[src/rtl/pipeline_control_if.sv]
// Decode/memory-stage handshake bundle between the pipeline datapath and
// pipeline_control. The master side is the datapath (drives decode and
// memory-stage status); the slave side is the controller.
interface pipeline_control_if;
    logic       id_valid;
    logic [4:0] id_rs1_idx;
    logic [4:0] id_rs2_idx;
    logic       id_uses_rs1;
    logic       id_uses_rs2;
    logic [4:0] id_rd_idx;
    logic       id_reg_write;
    logic       mem_access;
    logic       dmem_ack;
    logic       jump_taken;
    logic       stall;
    logic       stall_front;
    logic       bubble_exec;
    logic       flush_front;
    logic       pc_redirect;
    logic [1:0] state_out;

    modport master (
        output id_valid, id_rs1_idx, id_rs2_idx, id_uses_rs1, id_uses_rs2,
               id_rd_idx, id_reg_write, mem_access, dmem_ack, jump_taken,
        input  stall, stall_front, bubble_exec, flush_front, pc_redirect, state_out
    );

    modport slave (
        input  id_valid, id_rs1_idx, id_rs2_idx, id_uses_rs1, id_uses_rs2,
               id_rd_idx, id_reg_write, mem_access, dmem_ack, jump_taken,
        output stall, stall_front, bubble_exec, flush_front, pc_redirect, state_out
    );
endinterface

[src/rtl/pipeline_control.sv]
// Pipeline hazard / stall / flush controller.
// Tracks pending register writes in a three-slot shadow pipeline (EX, MEM,
// WB), stalls on memory waits, flushes the front end on taken jumps and
// inserts bubbles on read-after-write hazards. All state moves on the
// falling clock edge, matching the stage registers it controls.
// Optional feature: define PIPELINE_CONTROL_PERF_EN to add the stall,
// bubble and flush performance counters.
module pipeline_control (
    input  logic                clk,
    input  logic                rst_n,
    pipeline_control_if.slave   pc
`ifdef PIPELINE_CONTROL_PERF_EN
    ,
    output logic [31:0]         perf_stall_cycles,
    output logic [31:0]         perf_bubbles,
    output logic [31:0]         perf_flushes
`endif
);

    typedef enum logic [1:0] {
        RUN      = 2'd0,
        MEM_WAIT = 2'd1,
        REDIRECT = 2'd2,
        ILLEGAL  = 2'd3
    } state_t;

    state_t     state_q;
    state_t     state_d;

    // Shadow pipeline: pending destination registers per stage
    logic       ex_vld_p0;
    logic [4:0] ex_rd_p0;
    logic       mem_vld_p1;
    logic [4:0] mem_rd_p1;
    logic       wb_vld_p2;
    logic [4:0] wb_rd_p2;

    logic       rs1_hit;
    logic       rs2_hit;
    logic       hazard;
    logic       issue;
    logic       stall_c;
    logic       stall_front_c;
    logic       bubble_c;
    logic       flush_c;
    logic       redirect_c;

    // Source registers matched against every valid pending write
    always_comb begin
        rs1_hit = (ex_vld_p0  && (ex_rd_p0  == pc.id_rs1_idx)) ||
                  (mem_vld_p1 && (mem_rd_p1 == pc.id_rs1_idx)) ||
                  (wb_vld_p2  && (wb_rd_p2  == pc.id_rs1_idx));
        rs2_hit = (ex_vld_p0  && (ex_rd_p0  == pc.id_rs2_idx)) ||
                  (mem_vld_p1 && (mem_rd_p1 == pc.id_rs2_idx)) ||
                  (wb_vld_p2  && (wb_rd_p2  == pc.id_rs2_idx));
        hazard  = pc.id_valid &&
                  ((pc.id_uses_rs1 && (pc.id_rs1_idx != 5'd0) && rs1_hit) ||
                   (pc.id_uses_rs2 && (pc.id_rs2_idx != 5'd0) && rs2_hit));
    end

    // Control decode: memory wait beats jump flush beats data hazard.
    // The ack cycle of a memory wait is evaluated like RUN so that a jump
    // held in the memory stage redirects as that stage finally advances.
    always_comb begin
        stall_c       = 1'b0;
        stall_front_c = 1'b0;
        bubble_c      = 1'b0;
        flush_c       = 1'b0;
        redirect_c    = 1'b0;
        state_d       = RUN;
        case (state_q)
            RUN, MEM_WAIT: begin
                if (((state_q == MEM_WAIT) || pc.mem_access) && !pc.dmem_ack) begin
                    stall_c       = 1'b1;
                    stall_front_c = 1'b1;
                    state_d       = MEM_WAIT;
                end else if (pc.jump_taken) begin
                    flush_c       = 1'b1;
                    redirect_c    = 1'b1;
                    bubble_c      = 1'b1;
                    state_d       = REDIRECT;
                end else if (hazard) begin
                    stall_front_c = 1'b1;
                    bubble_c      = 1'b1;
                end
            end
            REDIRECT: begin
                flush_c = 1'b1;
            end
            default: begin
                state_d = RUN;
            end
        endcase
        if (!rst_n) begin
            stall_c       = 1'b0;
            stall_front_c = 1'b0;
            bubble_c      = 1'b0;
            flush_c       = 1'b0;
            redirect_c    = 1'b0;
        end
        issue = pc.id_valid && pc.id_reg_write && (pc.id_rd_idx != 5'd0) &&
                !hazard && !flush_c;
    end

    assign pc.stall       = stall_c;
    assign pc.stall_front = stall_front_c;
    assign pc.bubble_exec = bubble_c;
    assign pc.flush_front = flush_c;
    assign pc.pc_redirect = redirect_c;
    assign pc.state_out   = state_q;

    // State register and shadow pipeline advance; shadow frozen while stalled
    always_ff @(negedge clk or negedge rst_n) begin
        if (!rst_n) begin
            state_q    <= RUN;
            ex_vld_p0  <= 1'b0;
            ex_rd_p0   <= 5'd0;
            mem_vld_p1 <= 1'b0;
            mem_rd_p1  <= 5'd0;
            wb_vld_p2  <= 1'b0;
            wb_rd_p2   <= 5'd0;
        end else begin
            state_q <= state_d;
            if (!stall_c) begin
                wb_vld_p2  <= mem_vld_p1;
                wb_rd_p2   <= mem_rd_p1;
                mem_vld_p1 <= ex_vld_p0;
                mem_rd_p1  <= ex_rd_p0;
                ex_vld_p0  <= issue;
                ex_rd_p0   <= pc.id_rd_idx;
            end
        end
    end

`ifdef PIPELINE_CONTROL_PERF_EN
    // Free-running event counters, wrapping modulo 2^32
    always_ff @(negedge clk or negedge rst_n) begin
        if (!rst_n) begin
            perf_stall_cycles <= 32'd0;
            perf_bubbles      <= 32'd0;
            perf_flushes      <= 32'd0;
        end else begin
            if (stall_c)
                perf_stall_cycles <= perf_stall_cycles + 32'd1;
            if (bubble_c)
                perf_bubbles <= perf_bubbles + 32'd1;
            if ((state_d == REDIRECT) && (state_q != REDIRECT))
                perf_flushes <= perf_flushes + 32'd1;
        end
    end
`endif

endmodule
[src/flat_wrapper.sv]
// flat-port wrapper written by rule: the top's interface ports become plain ports
module pipeline_control_flat 
  (clk, rst_n, pc_id_valid, pc_id_rs1_idx, pc_id_rs2_idx, pc_id_uses_rs1, pc_id_uses_rs2, pc_id_rd_idx, pc_id_reg_write, pc_mem_access, pc_dmem_ack, pc_jump_taken, pc_stall, pc_stall_front, pc_bubble_exec, pc_flush_front, pc_pc_redirect, pc_state_out);
  pipeline_control_if pc_i ();
  input  logic clk;
  input  logic rst_n;
  input wire logic [$bits(pc_i.id_valid)-1:0] pc_id_valid;
  input wire logic [$bits(pc_i.id_rs1_idx)-1:0] pc_id_rs1_idx;
  input wire logic [$bits(pc_i.id_rs2_idx)-1:0] pc_id_rs2_idx;
  input wire logic [$bits(pc_i.id_uses_rs1)-1:0] pc_id_uses_rs1;
  input wire logic [$bits(pc_i.id_uses_rs2)-1:0] pc_id_uses_rs2;
  input wire logic [$bits(pc_i.id_rd_idx)-1:0] pc_id_rd_idx;
  input wire logic [$bits(pc_i.id_reg_write)-1:0] pc_id_reg_write;
  input wire logic [$bits(pc_i.mem_access)-1:0] pc_mem_access;
  input wire logic [$bits(pc_i.dmem_ack)-1:0] pc_dmem_ack;
  input wire logic [$bits(pc_i.jump_taken)-1:0] pc_jump_taken;
  output wire logic [$bits(pc_i.stall)-1:0] pc_stall;
  output wire logic [$bits(pc_i.stall_front)-1:0] pc_stall_front;
  output wire logic [$bits(pc_i.bubble_exec)-1:0] pc_bubble_exec;
  output wire logic [$bits(pc_i.flush_front)-1:0] pc_flush_front;
  output wire logic [$bits(pc_i.pc_redirect)-1:0] pc_pc_redirect;
  output wire logic [$bits(pc_i.state_out)-1:0] pc_state_out;
  assign pc_i.id_valid = pc_id_valid;
  assign pc_i.id_rs1_idx = pc_id_rs1_idx;
  assign pc_i.id_rs2_idx = pc_id_rs2_idx;
  assign pc_i.id_uses_rs1 = pc_id_uses_rs1;
  assign pc_i.id_uses_rs2 = pc_id_uses_rs2;
  assign pc_i.id_rd_idx = pc_id_rd_idx;
  assign pc_i.id_reg_write = pc_id_reg_write;
  assign pc_i.mem_access = pc_mem_access;
  assign pc_i.dmem_ack = pc_dmem_ack;
  assign pc_i.jump_taken = pc_jump_taken;
  assign pc_stall = pc_i.stall;
  assign pc_stall_front = pc_i.stall_front;
  assign pc_bubble_exec = pc_i.bubble_exec;
  assign pc_flush_front = pc_i.flush_front;
  assign pc_pc_redirect = pc_i.pc_redirect;
  assign pc_state_out = pc_i.state_out;
  pipeline_control u_core (.clk(clk), .rst_n(rst_n), .pc(pc_i));
endmodule
[config.mk]
export PLATFORM = sky130hd
export DESIGN_NAME = pipeline_control_flat
export DESIGN_NICKNAME = d
export VERILOG_FILES = /design/src/rtl/pipeline_control_if.sv /design/src/rtl/pipeline_control.sv /design/src/flat_wrapper.sv
export SDC_FILE = /design/constraint.sdc
export NUM_CORES = 1
export LEC_CHECK = 0
export CAP_MARGIN = 20
export CORE_MARGIN = 2
export CORE_UTILIZATION = 37
export DETAILED_ROUTE_END_ITERATION = 8
export HOLD_SLACK_MARGIN = 0.06
export PLACE_DENSITY = 0.71
export SLEW_MARGIN = 20
export SYNTH_ARGS = -nofsm -noshare
export SYNTH_HDL_FRONTEND = slang
export SYNTH_SLANG_ARGS = --single-unit
[constraint.sdc]
create_clock -name clk -period 4.6 [get_ports clk]
set_input_delay 1.38 -clock clk [delete_from_list [all_inputs] [get_ports clk]]
set_output_delay 1.38 -clock clk [all_outputs]
set_load 0.005 [all_outputs]
==> out/summary.txt <==
==================================================================================================
Status                                                                                finished, violations left
Violated checks                                                                       negative setup slack
Dominant cells by area after synthesis                                                sky130_fd_sc_hd__dfrtn_1, sky130_fd_sc_hd__xor2_1, sky130_fd_sc_hd__mux2_2, sky130_fd_sc_hd__xnor2_1, sky130_fd_sc_hd__nand3_1
Die outline area                                                                          3714 µm²
Share of the synthesized area in the top cell type                                          41.71%
Post-place setup slack                                                                    -1150 ps
Antenna cell count                                                                               0
Final hold violation count                                                                       0
Internal power                                                                           0.3600 mW
Number of global-route vias before repair                                                    1,235
Clock transition time at the flip-flop clock pins of the worst setup and hold paths          80 ps
# nets final                                                                                   218
Die height                                                                                60.95 µm
Detail Placement HPWL                                                                      2545 µm
Placed instance area                                                                      1826 µm²
Instance count along the most critical hold path                                                 1
Area of the placeable core                                                                3078 µm²
Peak VDD IR                                                                              0.1398 mV
Most common library cell in the layout ignoring fill and taps                         sky130_fd_sc_hd__buf_4
Combinational share of power                                                                 37.4%
Mapped Nets                                                                                    131
All-Layer GR Usage                                                                          23.01%
Count of input and output buffers                                                               30
Data required time of the worst path                                                       3220 ps
Total via count in the routed design                                                         1,170
Final-report setup violation count                                                              25
Power per cell area                                                                   235.7 nW/µm²
Commonest cells after routing, fill and taps aside                                    sky130_fd_sc_hd__buf_4, sky130_fd_sc_hd__xor2_1, sky130_fd_sc_hd__dfrtn_1
Arrival time of the worst setup path                                                       4330 ps
Via density per instance                                                                     4.937
Startpoint-to-endpoint class of the critical path                                       reg -> out
Reg-to-reg setup timing slack                                                              2710 ps
Clock Power Share                                                                            20.6%
Unrepaired setup endpoints after global routing                                               true
Number of violations of the max-capacitance limit                                                0
Horizontal extent of the die                                                              60.95 µm
CTS sink cnt                                                                                    20
Number of H-tree levels                                                                          1
Worst Slack Setup Final                                                                   -1105 ps
Post-synthesis cell type count                                                                  23
Root Driver                                                                           sky130_fd_sc_hd__clkbuf_4
Routed length on met1                                                                      1643 µm
Worst reg2reg path startpoint                                                         u_core.ex_rd_p0[1]
LEAKAGE                                                                                   1.057 nW
DRC Markers                                                                                      0
Wire length on met3                                                                         170 µm
Number of buffers inserted during clock tree synthesis                                           3
Area growth, synth to finish                                                                80.81%
Highest routed metal layer                                                                    met4
HP Class                                                                                reg -> reg
Largest area contributor in the netlist                                               sky130_fd_sc_hd__dfrtn_1
Utilization after layout                                                                    70.49%
Overflow left after global routing                                                               0
Layout cells sized above 1                                                                  55.44%
Antenna Violating Nets Remaining                                                                 0
Setup skew after layout                                                                   10.34 ps
Count of pins on the block boundary                                                             31
Global-route wire length before repair                                                     6065 µm
Worst hold path endpoint                                                              u_core.wb_vld_p2
Worst Reg-to-Reg Cells                                                                           7
Maximum number of pins on one net before global-route repair                                    22
Worst Tran Pin Value                                                                      287.2 ps
Skew-Pair Late Insertion Delay                                                              310 ps
Last weighted congestion value of the routability-driven placer                             0.8429
Area of the mapped netlist                                                                1200 µm²
Switching power total                                                                    0.1514 mW
Max_slew headroom                                                                           80.86%
Average wire per standard cell                                                            16.63 µm
Number of DRC violations after detailed-routing iteration 0                                     43
Initial core utilization                                                                    38.98%
Endpoint of the worst-slack reg-to-reg timing path                                    u_core.ex_vld_p0
Gate Count Post-Synth                                                                          107
Proportion of power drawn by flip-flops and latches                                          42.1%
Switching Share                                                                             29.61%
Total iterations of the first detailed-routing run                                               4
Area of all placed cells without fillers                                                  2170 µm²
Number of warnings printed during yosys synthesis                                                0
Syn avg cell area                                                                        11.21 µm²
Pins over their slew limit                                                                       0
Number of buffers on the longest clock path                                                      2
Count of placed standard cells including taps                                                  213
Number of antenna violations at the first check in global routing                                0
Hold wc startpoint                                                                    u_core.wb_vld_p2
Category of the worst setup path launch point                                             register
Cts hold-fix bufs                                                                                0
Cell Rows                                                                                       20
Clock tree from TritonCTS                                                                      yes
Share of the yosys chip area belonging to registers                                         41.71%
Met2 Wirelength                                                                            2032 µm
Capturing element type of the critical path                                           primary output
Number of inserted filler cells in the final layout                                            207
Top fanout value on the critical path                                                            3
Worst hold margin                                                                         509.7 ps
DRT Wirelength                                                                             3942 µm
Number of storage elements in the synthesis netlist                                             20
Filler-free cell count of the finished design                                                  237
==================================================================================================
-- cell type report --
class,count,area [µm²],share of cell area (%)
inverters,4,17.52,0.8074
flip-flops and latches,20,500.5,23.07
multi-input cells,81,822.0,37.89
well taps,44,55.05,2.537
clock buffers,4,36.28,1.672
repair buffers,84,738.2,34.03
-- worst max-delay path by stage --
stage	from	end	slack, ps	cells after the start
final	u_core.ex_rd_p0[1]	pc_bubble_exec	-1110	7
after global routing	u_core.ex_rd_p0[1]	pc_bubble_exec	-1200	7
after CTS	u_core.mem_rd_p1[4]	pc_bubble_exec	-1170	7
after detailed placement	u_core.mem_rd_p1[1]	pc_bubble_exec	-1150	7
after global placement	u_core.ex_rd_p0[1]	pc_stall_front	-1130	7
after floorplan	u_core.ex_rd_p0[0]	pc_bubble_exec	-440	6
-- power by group through the flow --
stage / Clock, mW / Combinational (mW) / Sequential, mW
final: 0.105 / 0.191 / 0.215
after global placement: 0 / 0.142 / 0.216
after global routing: 0.116 / 0.205 / 0.217
after floorplan: 0 / 0.0621 / 0.215
after detailed placement: 0 / 0.144 / 0.218
after CTS: 0.108 / 0.175 / 0.215
-- state kept, by name, indices dropped and copies added, names as in the netlist --
register / count
u_core.ex_rd_p0: 5
u_core.pc.state_out: 2
u_core.mem_vld_p1: 1
u_core.mem_rd_p1: 5
u_core.wb_vld_p2: 1
u_core.ex_vld_p0: 1
u_core.wb_rd_p2: 5
-- per-layer routing --
metal / track usage, % / up-vias
li1: - / 554
met5: 0 / -
met1: 28.32 / 563
met2: 39.63 / 45
met4: 9.938 / 0
met3: 3.838 / 8
-- critical path: stages (launching register included) --
cell and delay, ps:
sky130_fd_sc_hd__dfrtn_1 490, sky130_fd_sc_hd__xor2_1 110, sky130_fd_sc_hd__nor4_2 320, sky130_fd_sc_hd__nand3_1 120, sky130_fd_sc_hd__a31oi_1 210, sky130_fd_sc_hd__nor2_2 100
sky130_fd_sc_hd__o31ai_2 220, sky130_fd_sc_hd__buf_2 150
-- logic make-up after synthesis --
kind of cell	after synthesis	share of synthesized area, %
buf+inv	6	2.085
simple gates	24	12.30
flops	20	41.71
xor+xnor	30	21.90
compound gates	10	6.047
mux	17	15.95
-- cells in the mapped netlist --
cell type / number
sky130_fd_sc_hd__a21oi_2: 1
sky130_fd_sc_hd__a31oi_1: 2
sky130_fd_sc_hd__a32o_1: 1
sky130_fd_sc_hd__and2b_1: 1
sky130_fd_sc_hd__buf_2: 2
sky130_fd_sc_hd__dfrtn_1: 20
sky130_fd_sc_hd__inv_1: 4
sky130_fd_sc_hd__mux2_2: 17
sky130_fd_sc_hd__nand2_1: 3
sky130_fd_sc_hd__nand3_1: 6
sky130_fd_sc_hd__nor2_1: 2
sky130_fd_sc_hd__nor2_2: 1
sky130_fd_sc_hd__nor3_1: 1
sky130_fd_sc_hd__nor3b_1: 1
sky130_fd_sc_hd__nor4_1: 4
sky130_fd_sc_hd__nor4_2: 2
sky130_fd_sc_hd__o2111a_1: 1
sky130_fd_sc_hd__o21ai_0: 2
sky130_fd_sc_hd__o21ai_1: 1
sky130_fd_sc_hd__o31ai_1: 2
sky130_fd_sc_hd__or4_1: 3
sky130_fd_sc_hd__xnor2_1: 6
sky130_fd_sc_hd__xor2_1: 24
-- metrics by stage --
stage	setup TNS (ps)	power [mW]
after floorplan	-1560	0.2774
after global placement	-15330	0.3577
after detailed placement	-15500	0.3619
after CTS	-5227	0.4975
after global routing	-6740	0.5385
final	-5823	0.5114
-- what timing repair did --
| item | CTS | global route |
|---|---|---|
| setup buffers | 14 | 12 |
| gates resized for setup | 94 | 24 |
| endpoints found under the hold margin | 0 | 0 |
| cloned | 1 | 0 |
| endpoints found under the setup margin | 25 | 25 |
| pin swaps | 10 | 15 |
(Power assumes the default switching activity.)
